==> src/rtl/spi_mem_master_burst.sv <==
// SPI memory master with multi-word bursts, address auto-increment,
// a valid/ready write-data port, read strobes and handshake timeout.
module spi_mem_master_burst #(
  parameter int DATA_W    = 8,
  parameter int ADDR_W    = 8,
  parameter int MEM_DEPTH = 32,
  parameter int LEN_W     = 4,
  parameter int TIMEOUT   = 64
) (
  input  logic              clk,
  input  logic              rst,
  input  logic              start,
  input  logic              wr,
  input  logic [ADDR_W-1:0] addr,
  input  logic [LEN_W-1:0]  len,
  input  logic [DATA_W-1:0] din,
  input  logic              din_valid,
  output logic              din_ready,
  output logic [DATA_W-1:0] dout,
  output logic              dout_valid,
  output logic              mosi,
  output logic              cs,
  input  logic              ready,
  input  logic              op_done,
  input  logic              miso,
  output logic              busy,
  output logic              done,
  output logic              error,
  output logic [1:0]        err_code
);

  localparam int FW = 1 + ADDR_W + DATA_W;
  localparam int BW = $clog2(FW + 1);
  localparam int SW = ((ADDR_W > LEN_W) ? ADDR_W : LEN_W) + 1;
  localparam int TW = (TIMEOUT > 0) ? $clog2(TIMEOUT + 1) : 1;

  localparam logic [TW-1:0] TLIM =
    TW'((TIMEOUT > 0) ? TIMEOUT - 1 : 0);
  localparam logic [SW-1:0] DEPTH = SW'(MEM_DEPTH);
  localparam logic [BW-1:0] WLAST = BW'(FW - 1);
  localparam logic [BW-1:0] RLAST = BW'(ADDR_W);
  localparam logic [BW-1:0] DLAST = BW'(DATA_W - 1);

  typedef enum logic [3:0] {
    S_IDLE,
    S_CHECK,
    S_LOAD,
    S_SEND,
    S_WAIT_READY,
    S_READ,
    S_WAIT_DONE,
    S_NEXT,
    S_ERROR
  } state_e;

  state_e              state_q, state_d;
  logic                wr_q, wr_d;
  logic [ADDR_W-1:0]   addr_q, addr_d;
  logic [LEN_W-1:0]    len_q, len_d;
  logic [LEN_W-1:0]    word_q, word_d;
  logic [BW-1:0]       bit_q, bit_d;
  logic [TW-1:0]       timer_q, timer_d;
  logic [FW-1:0]       frame_q, frame_d;
  logic [DATA_W-1:0]   rdata_q, rdata_d;
  logic [DATA_W-1:0]   dout_q, dout_d;
  logic                dv_q, dv_d;
  logic                cs_q, cs_d;
  logic                busy_q, busy_d;
  logic [1:0]          ec_q, ec_d;

  logic [SW-1:0]       end_addr;
  logic [BW-1:0]       flast;
  logic                last_word;

  // Range check is done one bit wider than either operand so it never wraps.
  assign end_addr  = SW'(addr_q) + SW'(len_q);
  assign flast     = wr_q ? WLAST : RLAST;
  assign last_word = (word_q == len_q - LEN_W'(1));

  assign din_ready  = (state_q == S_LOAD) && wr_q;
  assign mosi       = (state_q == S_SEND) && frame_q[0];
  assign cs         = cs_q;
  assign dout       = dout_q;
  assign dout_valid = dv_q;
  assign busy       = busy_q;
  assign error      = (state_q == S_ERROR);
  assign done       = error || ((state_q == S_NEXT) && last_word);
  assign err_code   = ec_q;

  always_ff @(posedge clk or posedge rst) begin
    if (rst) begin
      state_q <= S_IDLE;
      wr_q    <= 1'b0;
      addr_q  <= '0;
      len_q   <= '0;
      word_q  <= '0;
      bit_q   <= '0;
      timer_q <= '0;
      frame_q <= '0;
      rdata_q <= '0;
      dout_q  <= '0;
      dv_q    <= 1'b0;
      cs_q    <= 1'b1;
      busy_q  <= 1'b0;
      ec_q    <= 2'd0;
    end else begin
      state_q <= state_d;
      wr_q    <= wr_d;
      addr_q  <= addr_d;
      len_q   <= len_d;
      word_q  <= word_d;
      bit_q   <= bit_d;
      timer_q <= timer_d;
      frame_q <= frame_d;
      rdata_q <= rdata_d;
      dout_q  <= dout_d;
      dv_q    <= dv_d;
      cs_q    <= cs_d;
      busy_q  <= busy_d;
      ec_q    <= ec_d;
    end
  end

  always_comb begin
    state_d = state_q;
    wr_d    = wr_q;
    addr_d  = addr_q;
    len_d   = len_q;
    word_d  = word_q;
    bit_d   = bit_q;
    timer_d = timer_q;
    frame_d = frame_q;
    rdata_d = rdata_q;
    dout_d  = dout_q;
    dv_d    = 1'b0;
    cs_d    = cs_q;
    busy_d  = busy_q;
    ec_d    = ec_q;
    unique case (state_q)
      S_IDLE: begin
        if (start) begin
          wr_d    = wr;
          addr_d  = addr;
          len_d   = len;
          ec_d    = 2'd0;
          busy_d  = 1'b1;
          state_d = S_CHECK;
        end
      end
      S_CHECK: begin
        if (len_q == '0 || end_addr > DEPTH) begin
          ec_d    = 2'd1;
          state_d = S_ERROR;
        end else begin
          word_d  = '0;
          bit_d   = '0;
          state_d = S_LOAD;
        end
      end
      S_LOAD: begin
        if (!wr_q) begin
          frame_d = {{DATA_W{1'b0}}, addr_q, 1'b0};
          cs_d    = 1'b0;
          bit_d   = '0;
          state_d = S_SEND;
        end else if (din_valid) begin
          frame_d = {din, addr_q, 1'b1};
          cs_d    = 1'b0;
          bit_d   = '0;
          state_d = S_SEND;
        end
      end
      S_SEND: begin
        frame_d = frame_q >> 1;
        if (bit_q == flast) begin
          cs_d    = 1'b1;
          bit_d   = '0;
          timer_d = '0;
          state_d = wr_q ? S_WAIT_DONE : S_WAIT_READY;
        end else begin
          bit_d = bit_q + BW'(1);
        end
      end
      S_WAIT_READY: begin
        // A handshake arriving on the final timer cycle still wins.
        if (ready) begin
          state_d = S_READ;
        end else if (TIMEOUT > 0 && timer_q == TLIM) begin
          ec_d    = 2'd2;
          state_d = S_ERROR;
        end else begin
          timer_d = timer_q + TW'(1);
        end
      end
      S_READ: begin
        rdata_d = {miso, rdata_q[DATA_W-1:1]};
        if (bit_q == DLAST) begin
          dout_d  = rdata_d;
          dv_d    = 1'b1;
          bit_d   = '0;
          state_d = S_NEXT;
        end else begin
          bit_d = bit_q + BW'(1);
        end
      end
      S_WAIT_DONE: begin
        if (op_done) begin
          state_d = S_NEXT;
        end else if (TIMEOUT > 0 && timer_q == TLIM) begin
          ec_d    = 2'd2;
          state_d = S_ERROR;
        end else begin
          timer_d = timer_q + TW'(1);
        end
      end
      S_NEXT: begin
        if (last_word) begin
          busy_d  = 1'b0;
          state_d = S_IDLE;
        end else begin
          addr_d  = addr_q + ADDR_W'(1);
          word_d  = word_q + LEN_W'(1);
          state_d = S_LOAD;
        end
      end
      S_ERROR: begin
        cs_d    = 1'b1;
        busy_d  = 1'b0;
        state_d = S_IDLE;
      end
      default: state_d = S_IDLE;
    endcase
  end

endmodule

==> config.mk <==
export PLATFORM = sky130hd
export DESIGN_NAME = spi_mem_master_burst
export DESIGN_NICKNAME = d
export VERILOG_FILES = /design/src/rtl/spi_mem_master_burst.sv
export SDC_FILE = /design/constraint.sdc
export NUM_CORES = 1
export LEC_CHECK = 0
export CAP_MARGIN = 5
export CORE_ASPECT_RATIO = 1.5
export CORE_MARGIN = 3
export CORE_UTILIZATION = 47
export DETAILED_ROUTE_END_ITERATION = 8
export PLACE_DENSITY = 0.78
export SLEW_MARGIN = 20
export SYNTH_ARGS = -nofsm -noshare
export SYNTH_HDL_FRONTEND = slang
export SYNTH_SLANG_ARGS = --single-unit
==> constraint.sdc <==
create_clock -name clk -period 4.98 [get_ports clk]
set_input_delay 0.498 -clock clk [delete_from_list [all_inputs] [get_ports clk]]
set_output_delay 0.498 -clock clk [all_outputs]
set_load 0.01 [all_outputs]
Word-level counts from Yosys, hierarchy flattened
Cells that the tools add are included.

Input bits: 28. Output and inout bits: 17. Bits in registers: 71.

Reduce and logical (&&, ||, !) cells: 26. Order comparisons: 1. Equal/unequal tests: 22. Multiplexer cells: 48. Add/sub/neg operators: 6.

Operators by type and width (count): 4-bit two-way mux (11); 17-bit two-way mux (2); 17-bit case mux with 2 select lines (1); 4-bit case mux with 8 select lines (1); 5-bit two-way mux (6); 7-bit two-way mux (4); 7-bit case mux with 3 select lines (1); 5-bit case mux with 4 select lines (1); 4-bit by 3-bit == test with 1-bit output (second input constant) (4); 8-bit two-way mux (2); 2-bit != test (second input constant) (8); 8-bit case mux with 2 select lines (1); 3-bit AND reduction (5); 2-bit two-way mux (7); 8-bit by 4-bit adder with 9-bit output (1); 9-bit by 6-bit greater-than comparator with 1-bit output (second input constant) (1); 3-bit nonzero test (3); 8-bit by 1-bit adder with 8-bit output (second input constant) (1); 4-bit by 2-bit == test with 1-bit output (second input constant) (2); 4-bit zero test (2); 2-bit case mux with 4 select lines (1); 4-bit case mux with 2 select lines (1); 4-bit AND reduction (2); 4-bit nonzero test (2); other kinds (19) (33).

Logic depth before layout (Yosys ltp)
Gate-level depths: netlist of run 1.

Depth after elaboration: 5. Gate-level depth with buffers: 9.

Worst setup path before layout of run 1
No wires, ideal clock.

Path kind: register to register. Start: register addr_q[0]. End: register state_q[1]. Cell stages (with the launch flop): 9. Slack: 2.511 ns. Arrival: 2.375 ns. Clock period less this slack: 2.469 ns. Data required time: 4.886 ns. Cell sequence: dfrtp_1 > ha_1 > fa_1 > a211oi_1 > o21ai_0 > a221oi_2 > nor2_1 > or3_1 > a221oi_2.

Cells in the longest elaborated chain, start to end: 5.

Ends and longest elaborated chain: from (decl) (line 58) `logic [ADDR_W-1:0] addr_q, addr_d;`; from (signal assigned) (line 109) `addr_q <= addr_d;`; 8-bit by 4-bit adder with 9-bit output (line 76) `assign end_addr = SW'(addr_q) + SW'(len_q);`; 9-bit by 6-bit greater-than comparator with 1-bit output (line 151) `if (len_q == '0 || end_addr > DEPTH) begin`; 1-bit logical OR (line 151); 4-bit two-way mux (line 151); 4-bit case mux with 8 select lines (line 139) `unique case (state_q)`; to (signal assigned) (line 107) `state_q <= state_d;`; to (decl) (line 56) `state_e state_q, state_d;`.

Every way passes these cells. A chain may end at the register's enable or synchronous reset.

Final worst setup path of run 1
Start: register len_q[1]. End: output done.

Cells in the longest elaborated chain, start to end: 4.

Ends and longest elaborated chain: from (decl) (line 59) `logic [LEN_W-1:0] len_q, len_d;`; from (signal assigned) (line 110) `len_q <= len_d;`; 4-bit by 1-bit subtractor with 4-bit output (line 78) `assign last_word = (word_q == len_q - LEN_W'(1));`; 4-bit == test (line 78); 1-bit logical AND (line 87) `assign done = error || ((state_q == S_NEXT) && last_word);`; 1-bit logical OR (line 87); to (decl) (line 27) `output logic done,`.

Every way passes these cells.

==> results by group, run 1 <==
Power and ir drop
  – Peak supply drop: 0.287 mV
  – Lkg Pwr: 2.09 nW
  – Pwr dens: 563 nW/um^2
  – Clock power frac: 0.229
  – Total power: 2.65 mW
  – Sw Share: 0.400
  – Logic gate share of total power: 0.409
  – Seq pwr share: 0.362
  – Internal power: 1.59 mW
  – Sw power: 1.06 mW

Die
  – IO Pins: 45
  – Initial Util: 0.484
  – Die area: 9450 um^2
  – Die Wd: 80.4 um
  – Core Footprint: 8060 um^2
  – Die H: 118 um
  – Row cnt: 40

Timing
  – Fmax: 0.335 GHz
  – Unrepaired setup endpoints after global routing: no
  – Max-slew violations: 0
  – Setup TNS: 0 ps
  – Slew HR: 0.483
  – Final hold vios: 0
  – Worst-Margin Slew: 767 ps
  – Setup Skew: 4.19 ps
  – Final setup fails: 0
  – Final period utilization: 0.600
  – Final min period: 2990 ps

Clock network
  – Post-CTS Setup Bufs: 0
  – Clock Path Buffers: 2
  – CTS sink count: 70
  – CTS tree: built
  – Hold Buf Count CTS: 0
  – # resized after CTS: 0
  – CTS Buf Count: 9
  – Root buf cell: clkbuf_16
  – Clock-pin slew on the worst setup and hold paths: 60 ps
  – Worst skew pair latency: 340 ps
  – H-tree depth: 3

Logic synthesis
  – Mean post-synth cell area: 8.98 um^2
  – Yosys Warn Count: 0
  – Netlist cell types: 64
  – Cell taking the most area after synthesis: dfrtp_1
  – Register bit total from synthesis: 70
  – Syn Std Cell Area: 3900 um^2
  – Top cells by area, synth: dfrtp_1 44%, nand2_1 7.1%, nor2_1 3.8%
  – Part of the Yosys area used for sequential elements: 0.450
  – Top_reg_cell synth: dfrtp_1
  – Share of the synthesized area in the top cell type: 0.443
  – Number of synthesized flops with an enable pin: 0
  – Cells after Synth: 434
  – Syn nets: 474
  – Post-synthesis async set-or-reset flop share: 1.00

Placement
  – Placer Congestion: 0.886
  – Dpl cell area: 4430 um^2
  – Port Buffers: 44
  – DP Wirelength: 6410 um

Setup path
  – R2R Setup Slk: 2160 ps
  – CP Data Arrival Time: 2490 ps
  – Worst EP required: 4480 ps
  – Crit start category: flop
  – Max stage delay on crit path: 540 ps
  – Crit. path cell count: 7
  – Slowest cell on crit path: clkdlybuf4s50_1
  – Crit Path Class: flop to output pin
  – Crit path cell chain: inv_1, ha_1, xor2_1, nand3_1, nor2_1, a21o_1, clkdlybuf4s50_1
  – Crit path buf inv count: 2
  – Crit path max fanout: 5
  – Reg2Reg Depth: 8
  – Cell family with most CP delay: buffers and inverters
  – CP Capture Type: output pin

Drt
  – Wire per inst: 15.6 um
  – Starting DRT DRC Count: 245
  – Drt first pass iters: 4
  – DR DRC count: 0
  – Final ANT Viol Nets: 0
  – Via count: 3344
  – Final wirelength: 9130 um
  – Via density: 5.73

Run
  – Max cap viols: 0

Finish
  – Synth-to-layout area growth: 20.9%
  – Nets@finish: 514
  – Most frequent cells in the layout: 74 x nand2_1, 69 x dfrtp_1, 44 x clkdlybuf4s50_1, 39 x nor2_1, 25 x a21oi_1
  – Fill cell count: 716
  – ANT cells: 0
  – Multi-input logic area: 2010 um^2
  – Reg area: 1750 um^2
  – Design area: 4710 um^2
  – Share of cells above drive strength 1: 0.0919
  – Commonest non-fill, non-tap cell in the layout: nand2_1

Status
  – Status: completed

GRT
  – Total gr overflow: 0
  – Vias in the first global route: 3333
  – First-pass GRT wire length: 15500 um
  – Initial antenna violation count: 0
  – Largest net degree at the start of global routing: 55
  – GRT Overall Usage: 0.208

Min path
  – Worst hold path class: input port to async pin
==> cell type report <==
type                    instances  area share
multi-input cells             326       0.426
flip-flops and latches         70       0.372
repair buffers                 47      0.0982
clock buffers                  10      0.0507
well taps                     105      0.0279
inverters                      20      0.0159
clock inverters                 6     0.00956
==> per-stage QoR <==
step	util	setup WS [ps]	instances	hold slack, ps
final	0.585	1990	584	435
after global routing	0.585	1840	584	470
after CTS	0.585	1980	584	434
after detailed placement	0.550	2190	568	462
after global placement	0.550	2310	568	456
after floorplan	-	2510	434	435
==> power by group through the flow <==
stage	registers [mW]	logic (mW)	clock network, mW
after floorplan	0.885	0.855	0
after global placement	0.953	1.04	0
after detailed placement	0.965	1.07	0
after CTS	0.957	1.09	0.618
after global routing	0.990	1.22	0.643
final	0.960	1.09	0.607
==> registers in the layout, summed over array words and instances, names as in the netlist <==
register	cells
frame_q	17
addr_q	8
dout	8
rdata_q	7
timer_q	7
bit_q	5
len_q	4
state_q	4
word_q	4
err_code	2
busy	1
cs	1
dout_valid	1
wr_q	1
==> worst reg2reg max path: cells and delay by family, from the launching register on <==
family          cells  cell delay, ps
simple gates        1             380
fa+ha+maj           2             670
compound gates      5            1220
flops               1             430
==> logic make-up (layout without fill, tap and decap cells) <==
| kind of cell | after synthesis | after routing | share of synthesized area |
|---|---|---|---|
| XOR/XNOR | 13 | 13 | 0.0327 |
| AO/OA/AOI/OAI | 101 | 101 | 0.172 |
| flip-flops | 70 | 70 | 0.450 |
| multiplexers | 16 | 16 | 0.0436 |
| adder cells (fa/ha/maj) | 12 | 12 | 0.0404 |
| AND/OR/NAND/NOR | 184 | 184 | 0.220 |
| buffers and inverters | 38 | 83 | 0.0414 |
==> layer usage <==
metal	part of all wire	vias up	GRT usage	routed length, um
li1	-	1620	-	-
met1	0.41	1612	0.247	3790
met2	0.52	90	0.346	4700
met3	0.046	22	0.0421	419
met4	0.024	0	0.109	216
met5	0	-	0	0
==> cells in the mapped netlist, types with 7 or more instances <==
library cell	n
nand2_1	74
dfrtp_1	69
nor2_1	39
a21oi_1	25
o21ai_0	21
inv_1	18
nand3_1	17
nor3_1	15
o22ai_1	12
ha_1	11
clkbuf_1	8
mux2_2	8
mux2i_1	8
xor2_1	8
o21ai_1	7
==> final timing paths <==
kind                                       startpoint                      to
max in group asynchronous                         rst  frame_q[3]$_DFFE_PP0P_
worst min register to register    dout[7]$_DFFE_PP0P_     dout[7]$_DFFE_PP0P_
worst min-delay path                              rst  rdata_q[3]$_DFFE_PP0P_
min in group clk                  dout[7]$_DFFE_PP0P_     dout[7]$_DFFE_PP0P_
worst max register to register  addr_q[0]$_DFFE_PP0P_   word_q[2]$_DFFE_PP0P_
worst max-delay path             len_q[1]$_DFFE_PP0P_                    done
Note: power is estimated with default switching activity, not from simulation.
==> inputs of run 2 (changes only) <==
--- a/config.mk
+++ b/config.mk
@@ -10,7 +10,7 @@
 export CORE_MARGIN = 3
 export CORE_UTILIZATION = 47
 export DETAILED_ROUTE_END_ITERATION = 8
-export PLACE_DENSITY = 0.78
+export PLACE_DENSITY = 0.8
 export SLEW_MARGIN = 20
 export SYNTH_ARGS = -nofsm -noshare
 export SYNTH_HDL_FRONTEND = slang
==> constraint.sdc (replaced) <==
create_clock -name clk -period 2.5 [get_ports clk]
set_input_delay 0.25 -clock clk [delete_from_list [all_inputs] [get_ports clk]]
set_output_delay 0.25 -clock clk [all_outputs]
set_load 0.01 [all_outputs]
==> run 2 against run 1 <==
Against the previous run:
- die area is the same
- first-iteration DRC count grew 16%
- worst hold slack lost 150 ps
- largest cell class unchanged
- largest power group unchanged
- design area grew 5.8%
- via count grew 1.8%
- critical path type is now flop to flop
- wire length grew 2.6%
- clock skew is essentially flat
- combinational power grew 130%
- sequential power grew 95%
==> results by group, run 2 (synthesis gave the netlist of run 1 again) <==
Finish
  – Final Core Density: 0.618
  – ANT cells: 0
  – Most frequent cells in the layout: 74 x nand2_1, 69 x dfrtp_1, 43 x clkdlybuf4s50_1, 39 x nor2_1, 25 x a21oi_1
  – Commonest non-fill, non-tap cell in the layout: nand2_1
  – Share of cells above drive strength 1: 0.138
  – Number of flip-flops in the largest register: 17
  – Synth-to-layout area growth: 27.8%
  – Top reg by flops: frame_q
  – Nets@finish: 534

Setup path
  – Reg2Reg Capture Point: state_q[1]$_DFFE_PP0P_
  – Cell family with most CP delay: simple AND/OR/NAND/NOR gates
  – Crit path max fanout: 2
  – Crit Path Class: flop to flop
  – R2R Setup Slk: 90 ps
  – Worst EP required: 2750 ps
  – Critical R2R Launch: addr_q[0]$_DFFE_PP0P_
  – CP Capture Type: flop
  – Crit path buf inv count: 0
  – Crit. path cell count: 8
  – Crit path capture: state_q[1]$_DFFE_PP0P_
  – Max stage delay on crit path: 380 ps
  – Reg2Reg Depth: 8
  – Slowest cell on crit path: dfrtp_1
  – Crit path cell chain: ha_2, fa_2, xor2_1, or3_1, a221oi_2, nor2_1, or3_1, a221oi_2
  – CP Launch Point: addr_q[0]$_DFFE_PP0P_
  – CP Data Arrival Time: 2660 ps
  – Crit start category: flop

Power and ir drop
  – Lkg Pwr: 2.23 nW
  – Clock power frac: 0.254
  – Peak supply drop: 0.548 mV
  – Logic gate share of total power: 0.431
  – Seq pwr share: 0.315
  – Pwr dens: 1190 nW/um^2
  – Internal power: 3.70 mW
  – Sw power: 2.22 mW
  – Sw Share: 0.375

GRT
  – Initial antenna violation count: 0
  – Vias in the first global route: 3515
  – Total gr overflow: 0
  – First-pass GRT wire length: 16000 um
  – GRT Overall Usage: 0.212
  – Largest net degree at the start of global routing: 46

Die
  – Core Footprint: 8060 um^2
  – Die area: 9450 um^2
  – Die H: 118 um
  – IO Pins: 45
  – Initial Util: 0.484
  – Row cnt: 40
  – Die Wd: 80.4 um

Drt
  – Wire per inst: 15.5 um
  – Via count: 3403
  – Starting DRT DRC Count: 285
  – Final ANT Viol Nets: 0
  – Drt first pass iters: 4
  – Via density: 5.63
  – Final wirelength: 9370 um
  – DR DRC count: 0

Placement
  – Port Buffers: 44
  – DP Wirelength: 6750 um
  – Placer Congestion: 0.927
  – Pre-CTS WS: -126 ps

Timing
  – Setup Skew: 4.25 ps
  – Slew HR: 0.507
  – Final worst slack: 85.7 ps
  – Final period utilization: 0.966
  – Final hold vios: 0
  – Min Hold Slack: 281 ps
  – Unrepaired setup endpoints after global routing: yes
  – Worst-Margin Slew: 732 ps
  – Max-slew violations: 0
  – Final setup fails: 0
  – Final min period: 2410 ps
  – Fmax: 0.414 GHz

Min path
  – Worst hold path class: input port to async pin

Clock network
  – Clock-pin slew on the worst setup and hold paths: 60 ps
  – H-tree depth: 3
  – Worst skew pair latency: 340 ps
  – CTS Buf Count: 9
  – CTS tree: built
  – CTS sink count: 70
  – Clock Path Buffers: 2
  – Root buf cell: clkbuf_16

Status
  – Status: completed

Run
  – Max cap viols: 0
run 2: area by class of cell:
class / count / area (um^2)
Clock buffer: 11 / 243
Clock inverter: 5 / 106
Fill cell: 684 / 3070
Inverter: 20 / 75.1
Multi-Input combinational cell: 326 / 2050
Sequential cell: 70 / 1750
Tap cell: 105 / 131
Timing Repair Buffer: 67 / 628
run 2: stage by stage:
step	total power, mW	cell area, um^2	std cells	setup TNS, ps
finish	5.92	4980	604	0
global route	6.34	4980	604	-166
detailed placement	4.24	4570	585	-1130
floorplan	3.47	3900	434	0
global placement	4.12	4570	585	-11.2
CTS	5.78	4920	601	0
run 2: repair_timing:
action / in CTS / in global routing
pin swaps: 1 / 4
setup buffers: 0 / 3
gates resized for setup: 2 / 9
hold buffers: 0 / 0
setup endpoints to repair: 14 / 14
run 2: how the worst min path moves through the flow:
stage / start / to / slack, ps / cells past startpoint
5_1_grt: rst / rdata_q[2]$_DFFE_PP0P_ / 330 / 2
6_report: rst / rdata_q[3]$_DFFE_PP0P_ / 280 / 2
3_5_place_dp: dout[5]$_DFFE_PP0P_ / dout[5]$_DFFE_PP0P_ / 460 / 2
3_3_place_gp: rdata_q[1]$_DFFE_PP0P_ / dout[0]$_DFFE_PP0P_ / 460 / 2
4_1_cts: rst / rdata_q[5]$_DFFE_PP0P_ / 300 / 2
2_1_floorplan: miso / dout[7]$_DFFE_PP0P_ / 360 / 2
run 2: routing by layer:
metal	vias to the layer above	global-route usage	wire length (um)	part of all wire
li1	1646	-	-	-
met1	1643	0.260	3880	0.41
met2	87	0.345	4780	0.51
met3	27	0.0368	396	0.042
met4	0	0.123	302	0.032
met5	-	0	0	0
run 2: power by group through the flow:
stage / logic [mW] / clock network [mW] / registers (mW)
floorplan: 1.70 / 0 / 1.76
global placement: 2.27 / 0 / 1.85
detailed placement: 2.37 / 0 / 1.87
CTS: 2.42 / 1.51 / 1.86
global route: 2.85 / 1.57 / 1.92
finish: 2.56 / 1.50 / 1.87
run 2: worst register-to-register path, delay by kind of cell (launching register included):
family | cells | cell delay, ps
and+or+nand+nor | 3 | 760
xor gates and xnor gates | 1 | 160
DFF | 1 | 380
adders and majority gates | 2 | 580
AOI/OAI and AO/OA | 2 | 440
